[config.mk]
export PLATFORM = sky130hd
export DESIGN_NAME = uart_tx_ctrl
export DESIGN_NICKNAME = d
export VERILOG_FILES = /design/src/rtl/uart_tx_ctrl_pkg.sv /design/src/rtl/uart_tx_ctrl_sync_fifo.sv /design/src/rtl/uart_tx_ctrl.sv
export SDC_FILE = /design/constraint.sdc
export NUM_CORES = 1
export LEC_CHECK = 0
export BUFFER_PORTS_ARGS = -buffer_cell sky130_fd_sc_hd__buf_2
export CORE_UTILIZATION = 50
export CTS_CLUSTER_DIAMETER = 50
export DETAILED_ROUTE_END_ITERATION = 8
export GPL_TIMING_DRIVEN = 1
export HOLD_SLACK_MARGIN = 0.06
export PLACE_DENSITY_LB_ADDON = 0.25
export REMOVE_ABC_BUFFERS = 1
export SLEW_MARGIN = 20
export SYNTH_ARGS = -nofsm -noshare
export SYNTH_HDL_FRONTEND = slang
export SYNTH_SLANG_ARGS = --single-unit
[constraint.sdc]
create_clock -name clk -period 3.5 [get_ports clk]
set_input_delay 0.7 -clock clk [delete_from_list [all_inputs] [get_ports clk]]
set_output_delay 0.7 -clock clk [all_outputs]
set_load 0.05 [all_outputs]
[src/rtl/uart_tx_ctrl_pkg.sv]
`default_nettype none
// ============================================================================
// Module   : uart_tx_ctrl_pkg
// Purpose  : Shared types and constants for the UART transmit sequencer.
//            Holds the controller state encoding and the tx_data reset value.
// Revision : 1.0 - initial release
// ============================================================================
package uart_tx_ctrl_pkg;

  localparam int unsigned c_DATA_W      = 8;
  localparam logic [7:0]  c_TX_DATA_RST = 8'h00;

  typedef enum logic [1:0] {
    S_TXC_IDLE   = 2'd0,
    S_TXC_LAUNCH = 2'd1,
    S_TXC_WAIT   = 2'd2
  } uart_tx_ctrl_state_t;

endpackage
`default_nettype wire

[src/rtl/uart_tx_ctrl_sync_fifo.sv]
`default_nettype none
// ============================================================================
// Module   : sync_fifo
// Purpose  : Single-clock FIFO with show-ahead read data and a flush input.
//            The pointers wrap modulo DEPTH, and the occupancy count is kept
//            in its own register so that full/empty need no pointer compare.
// Ports    : clk, rst      - clock, synchronous active-high reset
//            push_i/data_i - write strobe and data (ignored when full)
//            pop_i         - consume head entry (ignored when empty)
//            flush_i       - discard all entries; overrides push and pop
//            data_o        - current head entry (show-ahead)
//            count_o       - occupancy 0..DEPTH
//            full_o/empty_o- occupancy flags
// Revision : 1.0 - initial release
// ============================================================================
module sync_fifo #(
  parameter  int WIDTH = 8,
  parameter  int DEPTH = 16,
  localparam int AW    = $clog2(DEPTH)
) (
  input  logic             clk,
  input  logic             rst,
  input  logic             push_i,
  input  logic [WIDTH-1:0] data_i,
  input  logic             pop_i,
  input  logic             flush_i,
  output logic [WIDTH-1:0] data_o,
  output logic [AW:0]      count_o,
  output logic             full_o,
  output logic             empty_o
);

  localparam logic [AW:0]   c_FULL_CNT = (AW+1)'(DEPTH);
  localparam logic [AW:0]   c_CNT_ONE  = (AW+1)'(1);
  localparam logic [AW-1:0] c_PTR_ONE  = AW'(1);

  logic [WIDTH-1:0] mem_q [DEPTH];
  logic [AW-1:0]    wr_ptr_q;
  logic [AW-1:0]    rd_ptr_q;
  logic [AW:0]      count_q;
  logic             w_push;
  logic             w_pop;

  assign full_o  = (count_q == c_FULL_CNT);
  assign empty_o = (count_q == '0);
  assign count_o = count_q;
  assign data_o  = mem_q[rd_ptr_q];

  // A push while full is dropped even if a pop lands in the same cycle.
  assign w_push = push_i && !full_o  && !flush_i;
  assign w_pop  = pop_i  && !empty_o && !flush_i;

  always_ff @(posedge clk) begin
    if (rst || flush_i) begin
      wr_ptr_q <= '0;
      rd_ptr_q <= '0;
      count_q  <= '0;
    end else begin
      if (w_push) wr_ptr_q <= wr_ptr_q + c_PTR_ONE;
      if (w_pop)  rd_ptr_q <= rd_ptr_q + c_PTR_ONE;
      case ({w_push, w_pop})
        2'b10:   count_q <= count_q + c_CNT_ONE;
        2'b01:   count_q <= count_q - c_CNT_ONE;
        default: count_q <= count_q;
      endcase
    end
  end

  // Storage carries no reset; only the pointers define validity.
  always_ff @(posedge clk) begin
    if (w_push) mem_q[wr_ptr_q] <= data_i;
  end

endmodule
`default_nettype wire

[src/rtl/uart_tx_ctrl.sv]
`default_nettype none
// ============================================================================
// Module   : uart_tx_ctrl
// Purpose  : Queues CPU output bytes and feeds them one at a time to the
//            UART transmitter, issuing one start strobe per byte and waiting
//            for the transmitter to go idle before the next.
// Ports    : clk, reset           - clock, synchronous active-high reset
//            wr_en, wr_data       - CPU byte write
//            flush                - drop queued bytes (frame in flight finishes)
//            ovf_clear            - clear sticky overflow
//            tx_busy              - transmitter busy flag
//            tx_data, tx_start    - to transmitter data_in / start_strobe
//            fifo_count/full/empty, overflow, ctrl_idle - CPU status
// Revision : 1.0 - initial release
// ============================================================================
module uart_tx_ctrl
  import uart_tx_ctrl_pkg::*;
#(
  parameter  int DEPTH = 16,
  localparam int AW    = $clog2(DEPTH)
) (
  input  logic                clk,
  input  logic                reset,
  input  logic                wr_en,
  input  logic [c_DATA_W-1:0] wr_data,
  input  logic                flush,
  input  logic                ovf_clear,
  input  logic                tx_busy,
  output logic [c_DATA_W-1:0] tx_data,
  output logic                tx_start,
  output logic [AW:0]         fifo_count,
  output logic                fifo_full,
  output logic                fifo_empty,
  output logic                overflow,
  output logic                ctrl_idle
);

  uart_tx_ctrl_state_t state_q, state_d;
  logic [c_DATA_W-1:0] tx_data_q, tx_data_d;
  logic                overflow_q, overflow_d;
  logic                wait_first_q, wait_first_d;
  logic [c_DATA_W-1:0] w_head;
  logic                w_pop;
  logic                w_ovf_set;

  sync_fifo #(
    .WIDTH (c_DATA_W),
    .DEPTH (DEPTH)
  ) u_fifo (
    .clk     (clk),
    .rst     (reset),
    .push_i  (wr_en),
    .data_i  (wr_data),
    .pop_i   (w_pop),
    .flush_i (flush),
    .data_o  (w_head),
    .count_o (fifo_count),
    .full_o  (fifo_full),
    .empty_o (fifo_empty)
  );

  // State register
  always_ff @(posedge clk) begin
    if (reset) begin
      state_q      <= S_TXC_IDLE;
      wait_first_q <= 1'b0;
    end else begin
      state_q      <= state_d;
      wait_first_q <= wait_first_d;
    end
  end

  // Next-state logic. A flush in the launch-decision cycle wins over the pop
  // so that a discarded byte can never be started.
  always_comb begin
    state_d      = state_q;
    w_pop        = 1'b0;
    wait_first_d = (state_q == S_TXC_LAUNCH);
    case (state_q)
      S_TXC_IDLE: begin
        if (!fifo_empty && !tx_busy && !flush) begin
          w_pop   = 1'b1;
          state_d = S_TXC_LAUNCH;
        end
      end
      S_TXC_LAUNCH: state_d = S_TXC_WAIT;
      S_TXC_WAIT: begin
        // First WAIT cycle skipped: the transmitter may not yet reflect the strobe.
        if (!wait_first_q && !tx_busy) state_d = S_TXC_IDLE;
      end
      default: state_d = S_TXC_IDLE;
    endcase
  end

  // Output decode
  always_comb begin
    tx_start = (state_q == S_TXC_LAUNCH);
  end

  // Datapath: launched byte and sticky overflow (a new drop beats a clear).
  assign tx_data_d  = w_pop ? w_head : tx_data_q;
  assign w_ovf_set  = wr_en && fifo_full && !flush;
  assign overflow_d = w_ovf_set || (overflow_q && !ovf_clear);

  always_ff @(posedge clk) begin
    if (reset) begin
      tx_data_q  <= c_TX_DATA_RST;
      overflow_q <= 1'b0;
    end else begin
      tx_data_q  <= tx_data_d;
      overflow_q <= overflow_d;
    end
  end

  assign tx_data   = tx_data_q;
  assign overflow  = overflow_q;
  assign ctrl_idle = fifo_empty && (state_q == S_TXC_IDLE) && !tx_busy;

endmodule
`default_nettype wire

==> results.toml, run 1 <==
[clock_tree]
post-cts-setup-buffers = 0
cts_num_sinks = 153
cts_tree = "built"
ctsResizeCount = 0
clk_pin_slew_ns = 0.06
cts_made_buffers = 17
root_buffer = "clkbuf_16"
hold_buffers = 0
clockBufferDepth = 2
ctsHtreeMaxLevel = 4
insertion_delay_ns = 0.42

[grt]
grt_pass1_vias = 3360
antenna_found_initial = 0
grt_max_degree = 36
grt_use_total = 0.204
grt_pass1_wl_mm = 18.4
overflow = 0

[synthesis]
yosysSeqAreaShare = 0.712
synth-xor-area-share = 0.0115
ys_ff_latch = 153
synth_cells = 379
synthTopCellsByArea = "edfxtp_1 (63%), dfxtp_1 (8.2%), mux4_2 (5.9%)"
synth-simple-area-share = 0.0648
synth_fa_ha_area_frac = 0.0217
async_flop_share = 0
synth_top_area_cell = "edfxtp_1"
synth_top_cell_area_share = 0.630
ys_types = 38
synth_edf_count = 128
synth-warning-count = 0
avgSynthCellArea_sq_um = 16.1
synth_top_family_by_area = "multiplexers"
synth-compound-area-share = 0.0558
syn_area_sq_um = 6100
synthFlopType = "edfxtp_1"
synth.area.mux_share = 0.113

[die]
core_sq_um = 11700
die_w_um = 112
die_h_um = 112
initial_core_util = 0.523
dieArea_sq_um = 12600
ios = 32
fp-row-count = 39

[critical_path]
crit_type = "reg2reg"
startpoint_type = "flip-flop"
required_ns = 3.85
worst-path-max-fanout = 9
crit_arrival_ns = 3.20
end_kind = "flip-flop"

[placement]
dp_hpwl_mm = 7.58
dpl_worst_slack_ns = 0.364
io_buffers = 31
place_area_sq_um = 6420
gp_congestion = 0.777

[sta]
timing.fmax_ghz = 0.350
finalSetupTns_ns = 0
worst_pin_slew_ns = 0.868
slew_headroom = 0.419
hold_viol = 0
worst_slack_ns = 0.643
rsz0062_at_grt = "no"
period_needed_ns = 2.86
whs_ns = 0.498
period_share = 0.816
setup_viol = 0
clock-skew-final_ns = 0.00935
final_max_slew_viol_count = 0

[detailed_routing]
drt_pass1_iterations = 5
routed_wl_mm = 11.8
antenna_left = 0
vias = 3287
drc = 0
drt_iter0_markers = 276
avgViaCountPerCell = 5.73
wl_per_cell_um = 20.5

[final_layout]
drive_above_1_share = 0.211
final_common_cell = "edfxtp_1"
fin_area_sq_um = 7010
ff_latch_area_sq_um = 4350
diodes = 0
layout_common_cells = "edfxtp_1 (128), nor2_1 (37), mux2i_1 (33), buf_2 (31), dfxtp_1 (24)"
fin_nets = 442
nFillCells = 868
area_delta_synth_final_pct = 14.8
multi_input_area_sq_um = 1630

[hold_path]
min_path_type = "reg2reg"

[pwr]
powerDensity_nw_per_um2 = 557
p_leak_nw = 2.26
ir_drop_v = 0.000389
p_total_mw = 3.90

[run]
cap_viol_max_count = 0

[outcome]
outcome = "complete, no violations"
[routing by layer]
| layer | vias to the layer above | track usage | routed length, um |
|---|---|---|---|
| li1 | 1536 | - | - |
| met1 | 1623 | 0.274 | 5230 |
| met2 | 106 | 0.314 | 5630 |
| met3 | 22 | 0.0562 | 591 |
| met4 | 0 | 0.0907 | 324 |
| met5 | - | 0 | 0 |
[kinds of logic (layout without fill, tap and decap cells)]
family,after synthesis,count (layout)
flops,153,153
fa+ha+maj,10,10
compound gates,47,47
xor+xnor,8,8
mux,49,49
simple gates,82,82
buf+inv,30,82
[worst max-delay path, cell delays in order (launching register included)]
cell and delay (ns):
dfxtp_1 0.38, nor4_4 0.45, a21boi_2 0.10, buf_4 0.18, inv_1 0.06, ha_1 0.23, inv_1 0.10, fa_1 0.40
nor2b_1 0.17, o21ai_0 0.11, nor4b_1 0.16, or3_1 0.32, a21oi_1 0.13
[layout make-up]
| type | count | area share |
|---|---|---|
| repair buffers | 39 | 0.0325 |
| well taps | 143 | 0.0255 |
| clock inverters | 14 | 0.0223 |
| inverters | 11 | 0.00589 |
| clock buffers | 18 | 0.0612 |
| flip-flops and latches | 153 | 0.620 |
| multi-input cells | 196 | 0.232 |
[flip-flops by register name (all words and copies together) (netlist names)]
register / count
u_fifo.mem_q: 128
tx_data: 8
u_fifo.count_o: 5
u_fifo.rd_ptr_q: 4
u_fifo.wr_ptr_q: 4
state_q: 2
overflow: 1
wait_first_q: 1
[worst paths after layout]
kind | startpoint | slack (ns) | cells past startpoint | to
max | u_fifo.count_o[0]$_SDFFE_PP0P_ | 0.64 | 12 | u_fifo.count_o[4]$_SDFFE_PP0P_
min | tx_data[0]$_SDFFE_PP0N_ | 0.50 | 2 | tx_data[0]$_SDFFE_PP0N_
max reg2reg | u_fifo.count_o[0]$_SDFFE_PP0P_ | 0.64 | 12 | u_fifo.count_o[4]$_SDFFE_PP0P_
min reg2reg | tx_data[0]$_SDFFE_PP0N_ | 0.50 | 2 | tx_data[0]$_SDFFE_PP0N_
[power by group]
group / leakage (nW) / internal, mW / switching, mW
Clock: 0.277 / 1.11 / 0.693
Sequential: 1.36 / 1.98 / 0.00585
Combinational: 0.632 / 0.0311 / 0.0795
Total: 2.26 / 3.12 / 0.778
[synthesized netlist by cell type, types with 2 or more instances]
library cell	count
nor2b_1	6
dfxtp_1	25
buf_2	7
a21oi_1	8
a311oi_1	7
xor2_1	5
nor2_1	37
nand2b_1	5
inv_1	11
mux4_2	16
ha_1	9
o22ai_1	16
nor3_1	6
a211oi_1	9
mux2i_1	33
nand2_1	17
xnor2_1	3
o21ai_0	2
or3_1	2
clkbuf_1	10
edfxtp_1	128
[through the flow]
step            util  cells
4_1_cts        0.601    574
6_report       0.601    574
5_1_grt        0.601    574
3_5_place_dp   0.551    542
3_3_place_gp   0.551    542
2_1_floorplan      -    360
No activity file was read; power rests on OpenSTA's default activity.
==> run 2: changes to the inputs <==
==> constraint.sdc (replaced) <==
create_clock -name clk -period 2.7 [get_ports clk]
set_input_delay 0.54 -clock clk [delete_from_list [all_inputs] [get_ports clk]]
set_output_delay 0.54 -clock clk [all_outputs]
set_load 0.05 [all_outputs]
==> run 2 against run 1 <==
Against the previous run: final area rose by 2.9%; highest routed layer unchanged; first-iteration DRC count is 1.1% higher; via count increased by 2.4%; wire length shrank 1.4%; die area stayed put; largest cell class unchanged; sequential power rose by 29%; total power up 31%.
==> results.toml, run 2 (synthesized netlist as in run 1, its figures left out) <==
[clock_tree]
ctsHtreeMaxLevel = 4
clk_pin_slew_ns = 0.06
cts_num_sinks = 153
insertion_delay_ns = 0.41
cts_tree = "built"
hold_buffers = 0
cts_made_buffers = 17
clockBufferDepth = 2
root_buffer = "clkbuf_16"

[detailed_routing]
antenna_left = 0
vias = 3366
drt_pass1_iterations = 5
drc = 0
routed_wl_mm = 11.6
avgViaCountPerCell = 5.65
wl_per_cell_um = 19.5
drt_iter0_markers = 279

[die]
dieArea_sq_um = 12600
die_h_um = 112
die_w_um = 112
core_sq_um = 11700
fp-row-count = 39
ios = 32
initial_core_util = 0.523

[sta]
clock-skew-final_ns = 0.00525
whs_ns = 0.374
worst_pin_slew_ns = 0.596
timing.fmax_ghz = 0.404
period_share = 0.918
final_max_slew_viol_count = 0
rsz0062_at_grt = "no"
setup_viol = 0
period_needed_ns = 2.48
hold_viol = 0
finalSetupTns_ns = 0
worst_slack_ns = 0.222
slew_headroom = 0.602

[placement]
dp_cells = 563
dpl_worst_slack_ns = -0.124
dp_hpwl_mm = 7.64
place_area_sq_um = 6580
io_buffers = 31
gp_congestion = 0.832

[run]
cap_viol_max_count = 0

[outcome]
outcome = "complete, no violations"

[final_layout]
multi_input_area_sq_um = 1650
final_common_cell = "edfxtp_1"
diodes = 0
final_util = 0.619
largest_register_ffs = 128
area_delta_synth_final_pct = 18.2
stdcell_count = 596
fin_area_sq_um = 7210
fin_nets = 464
nFillCells = 862
drive_above_1_share = 0.260
regMostFlops = "u_fifo.mem_q"
layout_common_cells = "edfxtp_1 (128), nor2_1 (37), mux2i_1 (33), buf_2 (31), buf_4 (29)"
ff_latch_area_sq_um = 4350

[pwr]
combPwrFrac = 0.029
p_total_mw = 5.12
clockPowerShare = 0.468
ir_drop_v = 0.000504
power.internal_mw = 4.14
sw_frac_of_total = 0.191
p_leak_nw = 2.39
powerDensity_nw_per_um2 = 710
seqPwrFrac = 0.502
netSwitchingPower_mw = 0.980

[critical_path]
reg2reg_depth = 10
required_ns = 3.05
reg2reg_from = "state_q[1]$_SDFFE_PP0P_"
crit_arrival_ns = 2.83
regToRegSetupSlack_ns = 0.22
startpoint_type = "flip-flop"
crit_type = "reg2reg"
rr_endpoint = "u_fifo.count_o[4]$_SDFFE_PP0P_"
worst-path-max-fanout = 3
end_kind = "flip-flop"

[grt]
grt_pass1_wl_mm = 17.9
antenna_found_initial = 0
grt_use_total = 0.200
grt_max_degree = 25
overflow = 0
grt_pass1_vias = 3326

[hold_path]
holdPathEnd = "state_q[0]$_SDFFE_PP0P_"
hp-start = "flush"
holdPathStages = 2
min_path_type = "in2reg"
run 2: worst max-delay path by stage:
stage / startpoint / endpoint / cells past startpoint
after floorplan: u_fifo.count_o[0]$_SDFFE_PP0P_ / u_fifo.count_o[4]$_SDFFE_PP0P_ / 10
after global placement: tx_busy / u_fifo.count_o[4]$_SDFFE_PP0P_ / 11
after detailed placement: tx_busy / u_fifo.count_o[4]$_SDFFE_PP0P_ / 11
after CTS: u_fifo.count_o[1]$_SDFFE_PP0P_ / u_fifo.count_o[4]$_SDFFE_PP0P_ / 10
after global routing: state_q[1]$_SDFFE_PP0P_ / u_fifo.count_o[4]$_SDFFE_PP0P_ / 10
final: state_q[1]$_SDFFE_PP0P_ / u_fifo.count_o[4]$_SDFFE_PP0P_ / 10
run 2: metal layers:
metal	vias up	wire, um	global-route usage
met5	-	0	0
met4	0	240	0.0924
met3	24	741	0.0513
met2	117	5740	0.322
met1	1646	4900	0.256
li1	1579	-	-
run 2: layout make-up:
type | instances | area share
clock buffer | 18 | 0.0595
multi-input combinational | 196 | 0.228
tap | 143 | 0.0248
clock inverter | 14 | 0.0250
inverter | 11 | 0.00572
timing repair buffer | 61 | 0.0545
sequential | 153 | 0.602
run 2: timing repair:
| action | in CTS | in global routing |
|---|---|---|
| endpoints found under the setup margin | 0 | 1 |
| gates resized for setup | 0 | 6 |
| setup buffers | 0 | 1 |
run 2: worst max-delay path: stages, from the launching register on:
cell,delay [ns]
dfxtp_1,0.32
or3_4,0.41
a211oi_4,0.24
ha_2,0.22
buf_4,0.11
ha_1,0.22
nor2b_2,0.16
o21ai_1,0.15
a211oi_1,0.10
or3_1,0.37
a21oi_2,0.11
run 2: power by group through the flow:
stage	logic, mW	registers [mW]	clock network (mW)
floorplan	0.0583	2.64	0
global placement	0.146	2.62	0
detailed placement	0.149	2.62	0
CTS	0.150	2.57	2.44
global route	0.163	2.57	2.54
finish	0.151	2.57	2.40
